**src/rtl/time_set_controller.sv**
```systemverilog
// Run/set mode sequencer for the time-keeping chain: forwards ticks in RUN, emits minute/hour increments in set modes.
// Optional hold-to-repeat on the increment button is enabled by defining AUTO_REPEAT_EN.
module time_set_controller #(
  parameter int HOLD_CYCLES   = 50_000_000,
  parameter int REPEAT_CYCLES = 10_000_000
) (
  input  logic       clk,
  input  logic       rst,
  input  logic       tick,
  input  logic       btn_mode,
  input  logic       btn_inc,
  output logic       sec_pulse,
  output logic       sec_clear,
  output logic       min_inc,
  output logic       hr_inc,
  output logic [1:0] set_mode,
  output logic       blink
);

  typedef enum logic [1:0] {
    RUN     = 2'b00,
    SET_MIN = 2'b01,
    SET_HR  = 2'b10
  } state_t;

  state_t state_r, state_s;
  logic   mode_prev_r, inc_prev_r;
  logic   mode_rise_s, inc_rise_s;
  logic   repeat_fire_s;
  logic   inc_strobe_s;
  logic   sec_pulse_s, sec_clear_s, min_inc_s, hr_inc_s, blink_s;
  logic   sec_pulse_r, sec_clear_r, min_inc_r, hr_inc_r, blink_r;

  assign mode_rise_s = btn_mode & ~mode_prev_r;
  assign inc_rise_s  = btn_inc & ~inc_prev_r;

  // Edge-detector history; resets high so a button held through reset gives no edge.
  always_ff @(posedge clk or negedge rst) begin
    if (!rst) begin
      mode_prev_r <= 1'b1;
      inc_prev_r  <= 1'b1;
    end else begin
      mode_prev_r <= btn_mode;
      inc_prev_r  <= btn_inc;
    end
  end

`ifdef AUTO_REPEAT_EN
  localparam int MAX_CYCLES = (HOLD_CYCLES > REPEAT_CYCLES) ? HOLD_CYCLES : REPEAT_CYCLES;
  localparam int CNT_W      = $clog2(MAX_CYCLES);
  localparam logic [CNT_W-1:0] HOLD_LAST   = CNT_W'(HOLD_CYCLES - 1);
  localparam logic [CNT_W-1:0] REPEAT_LAST = CNT_W'(REPEAT_CYCLES - 1);
  localparam logic [CNT_W-1:0] CNT_ONE     = CNT_W'(1);
  localparam logic [CNT_W-1:0] CNT_ZERO    = CNT_W'(0);
  localparam logic [CNT_W-1:0] CNT_MAX     = {CNT_W{1'b1}};

  logic [CNT_W-1:0] hold_cnt_r, hold_cnt_s;
  logic             rep_phase_r, rep_phase_s;
  logic             armed_r, armed_s;

  // Counter holds (cycles since last strobe - 1); first expiry uses HOLD, later ones REPEAT.
  always_comb begin
    repeat_fire_s = 1'b0;
    if (armed_r && btn_inc) begin
      if (rep_phase_r) begin
        repeat_fire_s = (hold_cnt_r == REPEAT_LAST);
      end else begin
        repeat_fire_s = (hold_cnt_r == HOLD_LAST);
      end
    end else begin
      repeat_fire_s = 1'b0;
    end
  end

  // Hold counter next state; any mode change or release disarms it until a fresh press.
  always_comb begin
    hold_cnt_s  = hold_cnt_r;
    rep_phase_s = rep_phase_r;
    armed_s     = armed_r;
    if (mode_rise_s || (state_r == RUN) || !btn_inc) begin
      hold_cnt_s  = CNT_ZERO;
      rep_phase_s = 1'b0;
      armed_s     = 1'b0;
    end else if (inc_rise_s) begin
      hold_cnt_s  = CNT_ZERO;
      rep_phase_s = 1'b0;
      armed_s     = 1'b1;
    end else if (repeat_fire_s) begin
      hold_cnt_s  = CNT_ZERO;
      rep_phase_s = 1'b1;
    end else if (armed_r && (hold_cnt_r != CNT_MAX)) begin
      hold_cnt_s  = hold_cnt_r + CNT_ONE;
    end else begin
      hold_cnt_s  = hold_cnt_r;
    end
  end

  // Hold counter state registers.
  always_ff @(posedge clk or negedge rst) begin
    if (!rst) begin
      hold_cnt_r  <= CNT_ZERO;
      rep_phase_r <= 1'b0;
      armed_r     <= 1'b0;
    end else begin
      hold_cnt_r  <= hold_cnt_s;
      rep_phase_r <= rep_phase_s;
      armed_r     <= armed_s;
    end
  end
`else
  assign repeat_fire_s = 1'b0;
`endif

  // Mode FSM and strobe decode; a mode rise swallows every other event in its cycle.
  always_comb begin
    state_s      = state_r;
    sec_pulse_s  = 1'b0;
    sec_clear_s  = 1'b0;
    inc_strobe_s = 1'b0;
    blink_s      = blink_r;
    if (mode_rise_s) begin
      case (state_r)
        RUN: begin
          state_s     = SET_MIN;
          sec_clear_s = 1'b1;
          blink_s     = 1'b0;
        end
        SET_MIN: begin
          state_s = SET_HR;
        end
        SET_HR: begin
          state_s = RUN;
          blink_s = 1'b0;
        end
        default: begin
          state_s = RUN;
          blink_s = 1'b0;
        end
      endcase
    end else begin
      case (state_r)
        RUN: begin
          sec_pulse_s = tick;
          blink_s     = 1'b0;
        end
        SET_MIN, SET_HR: begin
          if (tick) begin
            blink_s = ~blink_r;
          end else begin
            blink_s = blink_r;
          end
          inc_strobe_s = inc_rise_s | repeat_fire_s;
        end
        default: begin
          state_s = RUN;
          blink_s = 1'b0;
        end
      endcase
    end
    min_inc_s = inc_strobe_s & (state_r == SET_MIN);
    hr_inc_s  = inc_strobe_s & (state_r == SET_HR);
  end

  // Registered state and outputs.
  always_ff @(posedge clk or negedge rst) begin
    if (!rst) begin
      state_r     <= RUN;
      sec_pulse_r <= 1'b0;
      sec_clear_r <= 1'b0;
      min_inc_r   <= 1'b0;
      hr_inc_r    <= 1'b0;
      blink_r     <= 1'b0;
    end else begin
      state_r     <= state_s;
      sec_pulse_r <= sec_pulse_s;
      sec_clear_r <= sec_clear_s;
      min_inc_r   <= min_inc_s;
      hr_inc_r    <= hr_inc_s;
      blink_r     <= blink_s;
    end
  end

  assign sec_pulse = sec_pulse_r;
  assign sec_clear = sec_clear_r;
  assign min_inc   = min_inc_r;
  assign hr_inc    = hr_inc_r;
  assign set_mode  = state_r;
  assign blink     = blink_r;

endmodule

```
**config.mk**
```make
export PLATFORM = sky130hd
export DESIGN_NAME = time_set_controller
export DESIGN_NICKNAME = d
export VERILOG_FILES = /design/src/rtl/time_set_controller.sv
export SDC_FILE = /design/constraint.sdc
export NUM_CORES = 1
export LEC_CHECK = 0
export ABC_AREA = 1
export ABC_CLOCK_PERIOD_IN_PS = 1000
export CORE_AREA = 2 2 39 41
export DETAILED_ROUTE_END_ITERATION = 16
export DIE_AREA = 0 0 41 43
export PLACE_DENSITY = 0.59
export SYNTH_ARGS = -nofsm -noshare
export SYNTH_HDL_FRONTEND = slang
export SYNTH_SLANG_ARGS = --single-unit
```
**constraint.sdc**
```tcl
create_clock -name clk -period 1 [get_ports clk]
set_input_delay 0.2 -clock clk [delete_from_list [all_inputs] [get_ports clk]]
set_output_delay 0.2 -clock clk [all_outputs]
set_load 0.01 [all_outputs]
```
; Yosys cells after proc, flatten, opt, wreduce, memory -nomap -nowiden
; Index checks and enable logic that the tools add are counted.
[classes]
n_eq_ne = 5
bitwise = 7
mux = 13
reduce_logical = 4
[ops]
columns = cell, count
row1 = 1-bit 2-to-1 mux, 10
row2 = 1-bit AND, 4
row3 = 2-bit 2-to-1 mux, 2
row4 = 2-bit case mux with 2 select lines, 1
row5 = "3-bit inequality test, second input constant", 1
row6 = 1-bit NOT, 3
row7 = 3-bit OR reduction, 1
row8 = "2-bit by 1-bit equality test with 1-bit output, second input constant", 1
row9 = "2-bit equality test, second input constant", 1
row10 = 2-bit zero test, 1
row11 = "2-bit by 1-bit inequality test with 1-bit output, second input constant", 1
row12 = "2-bit inequality test, second input constant", 1
row13 = 2-bit AND reduction, 1
row14 = 2-bit OR reduction, 1
[totals]
word_cells = 37
input_bits = 5
output_inout_bits = 7
register_bits = 9

; Depth between registers and ports, before layout
[logic_depth]
depth_word = 5
ltp_mapped = 7
mapped_depth_nobuf = 7

; Least setup slack after synthesis
; OpenSTA, ideal clock, no wires.
[synth_timing]
kind = reg-to-reg
from = reg state_r[0], in the netlist set_mode[0]
to = reg blink_r, in the netlist blink
path_buffers = 0
required_ns = 0.887
path_slack_ns = -0.113
period_less_slack_ns = 1.113
setup_ns = 0.113
arrival_time_ns = 1.001
path_stages_with_launch = 7
path_cell_list = dfrtp_1 inv_1 ha_1 nand3_1 nand2_1 nand2_1 inv_1
[synth_via]
elab_chain_len = 4
word_cells_on_any_way = 8
classes_between = eq/ne (4) / mux (2) / reduce/logical (2)
[synth_rtl]
columns = element, line_no
row1 = start: declaration, 26  ; state_t state_r, state_s;
row2 = start signal: assignment, 174  ; state_r <= state_s;
row3 = 2-bit by 1-bit equality test with 1-bit output / 2-bit equality test (equally long branches), "122, 141"
row4 = 2-bit OR reduction, -
row5 = 3-bit inequality test (no source line) / 1-bit 2-to-1 mux (equally long branches), -
row6 = 2-bit AND reduction (no source line) / 1-bit 2-to-1 mux (equally long branches), -
row7 = end signal: assignment, 179  ; blink_r <= blink_s;
row8 = end: declaration, 32  ; logic sec_pulse_r, sec_clear_r, min_inc_r, hr_inc_r, blink_r;
; Several ways; a longest one is shown, not always the timed one.
; A chain may end at the register's enable or synchronous reset.

; Worst setup path in the final report
; Ends and elaborated chain as after synthesis.

==> metrics.md <==
| Metric | Value |
|---|---|
| WL per Instance | `10.1 µm` |
| Max transition margin | `about 87%` |
| Cells after synthesis | `39` |
| First-pass GRT wire length | `between 1000 and 1500 µm` |
| Worst VDD drop | `1.49 mV` |
| XOR/XNOR share of the synthesized area | `0%` |
| Num CTS Buffers | `3` |
| RR Startpoint | `set_mode[0]` |
| Crit path DAT | `~1300 ps` |
| Clock Tree Root | `clkbuf_4` |
| Final Hold Fails | `0` |
| Layout cells sized above 1 | `50.0%` |
| Crit-path most repeated cell | `nand2_1` |
| Clock Latency Late Sink | `260 ps` |
| Cell Chain, Critical Path | `buf_4, ha_4, nand3_4, nand2_1, nand2_1, inv_1` |
| Via/cell ratio | `4.17` |
| Post-synthesis sequential area ratio | `57.8%` |
| Commonest non-fill, non-tap cell in the layout | `inv_1` |
| Setup violators final | `7` |
| CTS Hold Bufs | `0` |
| Worst Hold Slack | `226 ps` |
| Hold Crit Class | `in2async` |
| Initial core utilization | `28.5%` |
| Post-synthesis cell type count | `13` |
| Fin worst setup slack | `-116 ps` |
| GR Util All Layers | `12.0%` |
| Antenna cells | `0` |
| Clk sinks | `9` |
| Initial antenna violation count | `0` |
| Die footprint | `1760 µm²` |
| Startpoint types | `flop` |
| WP data required | `approximately 1200 ps` |
| Synth Area in Adders | `12.7%` |
| Compound-cell area share of the yosys netlist | `around 2.9%` |
| Port buffer count | `11` |
| Top delay family on crit path | `flip-flops` |
| H-tree depth | `1` |
| Multi-input logic area | `178 µm²` |
| Post-Syn Area | `394 µm²` |
| Max Transition Viols Final | `0` |
| Total gr overflow | `0` |
| Multiplexer area fraction after synthesis | `0%` |
| CP Max Fanout | `4` |
| Die W | `41 µm` |
| WP buf/inv | `2` |
| CP peak stage delay | `450 ps` |
| Min cycle time layout | `1120 ps` |
| Sequential cell area | `around 230 µm²` |
| DR iter-0 viols | `2` |
| Synth area leader | `dfrtp_1` |
| Synthesis-to-finish area growth | `65.1%` |
| RSZ-0062 raised after global routing | `true` |
| Drt drc | `0` |
| Worst slew pin tran | `around 190 ps` |
| Status | `complete, but fails checks` |
| Commonest non-fill, non-tap cells in the layout | `inv_1 (8), dfrtp_1 (6), buf_4 (6), buf_2 (5)` |
| Critical path type | `reg2reg` |
| Finished Core Util | `a little under half` |
| Total Routed Length | `790 µm` |
| Power per cell area | `2580 nW/µm²` |
| Worst setup EP type | `flop` |
| Largest family of logic cells by synthesized area | `simple AND/OR/NAND/NOR gates` |
| Core Footprint | `1380 µm²` |
| CTS tree | `done` |
| # fillers | `138` |
| Clock Skew | `7.11 ps` |
| GPL Wtd Cong | `0.778` |
| DR vias | `approximately 330` |
| Vias in the first global route | `roughly 320` |
| Pin count of the biggest net entering global routing | `10` |
| CTS clock-pin slew for the worst setup and hold paths | `60 ps` |
| Die height | `between 40 and 50 µm` |
| Static Leak | `~0.34 nW` |
| Ports | `12` |
| Max-capacitance violation count | `0` |
| Critical path's slowest cell | `dfrtp_2` |
| Critical R2R Capture | `blink` |
| Synth area leaders | `dfrtp_1 (44%), dfstp_2 (13%), ha_1 (13%)` |
| Nets | `72` |
| Synth Area in Simple Gates | `17.1%` |
| Failing checks | `setup timing` |
| Clock tree buffer depth | `2` |
| Drt pass-1 iters | `3` |
| Share of the synthesized area in the top cell type | `between 40% and 50%` |
| Fmax | `896 MHz` |
| Std-Cell Rows | `14` |
| Tcrit/Tclk final | `112%` |
| Syn_area_per_cell | `approximately 10 µm²` |
| FF-to-FF path depth | `6` |
| Syn_nets | `48` |
| Post-DRT Antenna Nets | `0` |
| #FFs+latches synth | `9` |
| Synth warn | `0` |
| Dpl hpwl | `roughly 560 µm` |
| R2R Setup Slk | `-120 ps` |
-- power by group --
| part | internal [mW] | total (mW) | switching (mW) | leakage (nW) |
|---|---|---|---|---|
| Combinational | 0.496 | 0.894 | 0.399 | 0.213 |
| Clock | 0.153 | 0.273 | 0.120 | 0.0150 |
| Sequential | 0.452 | 0.512 | 0.0594 | 0.113 |
-- logic make-up after synthesis --
group / count (synthesis)
buffers and inverters: 10
adders and majority gates: 4
and+or+nand+nor: 14
DFF: 9
AOI/OAI and AO/OA: 2
-- per-layer routing --
| metal | share of wire, % | global-route usage (%) |
|---|---|---|
| met1 | 42 | 14.1 |
| met5 | 0 | 0 |
| met3 | 7.2 | 5.24 |
| met2 | 49 | 16.9 |
| met4 | 1.8 | 8.00 |
-- sequential cells by signal, indices dropped and copies added, names as in the netlist --
signal / cells
set_mode: 2
blink: 1
hr_inc: 1
inc_prev_r: 1
min_inc: 1
mode_prev_r: 1
sec_clear: 1
sec_pulse: 1
-- synthesized netlist by cell type --
cell type	instances
nand2_1	6
and3_1	1
dfstp_2	2
nand3_1	1
nand4_1	1
nand3_2	1
nor2_1	3
o21ai_1	1
ha_1	4
o22ai_1	1
inv_1	10
nand2_2	1
dfrtp_1	7
-- metrics by stage --
step	total power [mW]	setup TNS (ps)	std cells	instance area [µm²]	setup slack (ps)
global route	1.82	-915	78	651	-177
global placement	1.26	-1180	71	593	-160
floorplan	0.897	-116	39	425	-45.7
detailed placement	1.26	-1320	71	593	-175
finish	1.68	-528	78	651	-116
CTS	1.59	-446	76	618	-106
-- layout make-up --
class / count / share of cell area (%)
clock buffers: 4 / 4.04
inverters: 10 / 6.54
multi-input cells: 20 / 27.3
flip-flops and latches: 9 / 35.2
well taps: 16 / 3.08
repair buffers: 19 / 23.8
-- timing repair --
action                                  CTS  global route
resized for setup                        34             4
buffers inserted                          1             2
pin swaps                                 3             2
endpoints found under the setup margin   12             8
gates cloned                              0             0
-- how the worst max path moves through the flow --
stage                 from  slack [ps]     to  depth (start not counted)
2_1_floorplan  set_mode[1]         -50  blink                          6
3_3_place_gp      btn_mode        -160  blink                          6
3_5_place_dp      btn_mode        -180  blink                          6
4_1_cts        set_mode[1]        -110  blink                          8
5_1_grt        set_mode[1]        -180  blink                          8
6_report       set_mode[0]        -120  blink                          6
Power figures use the tool's default switching activity.
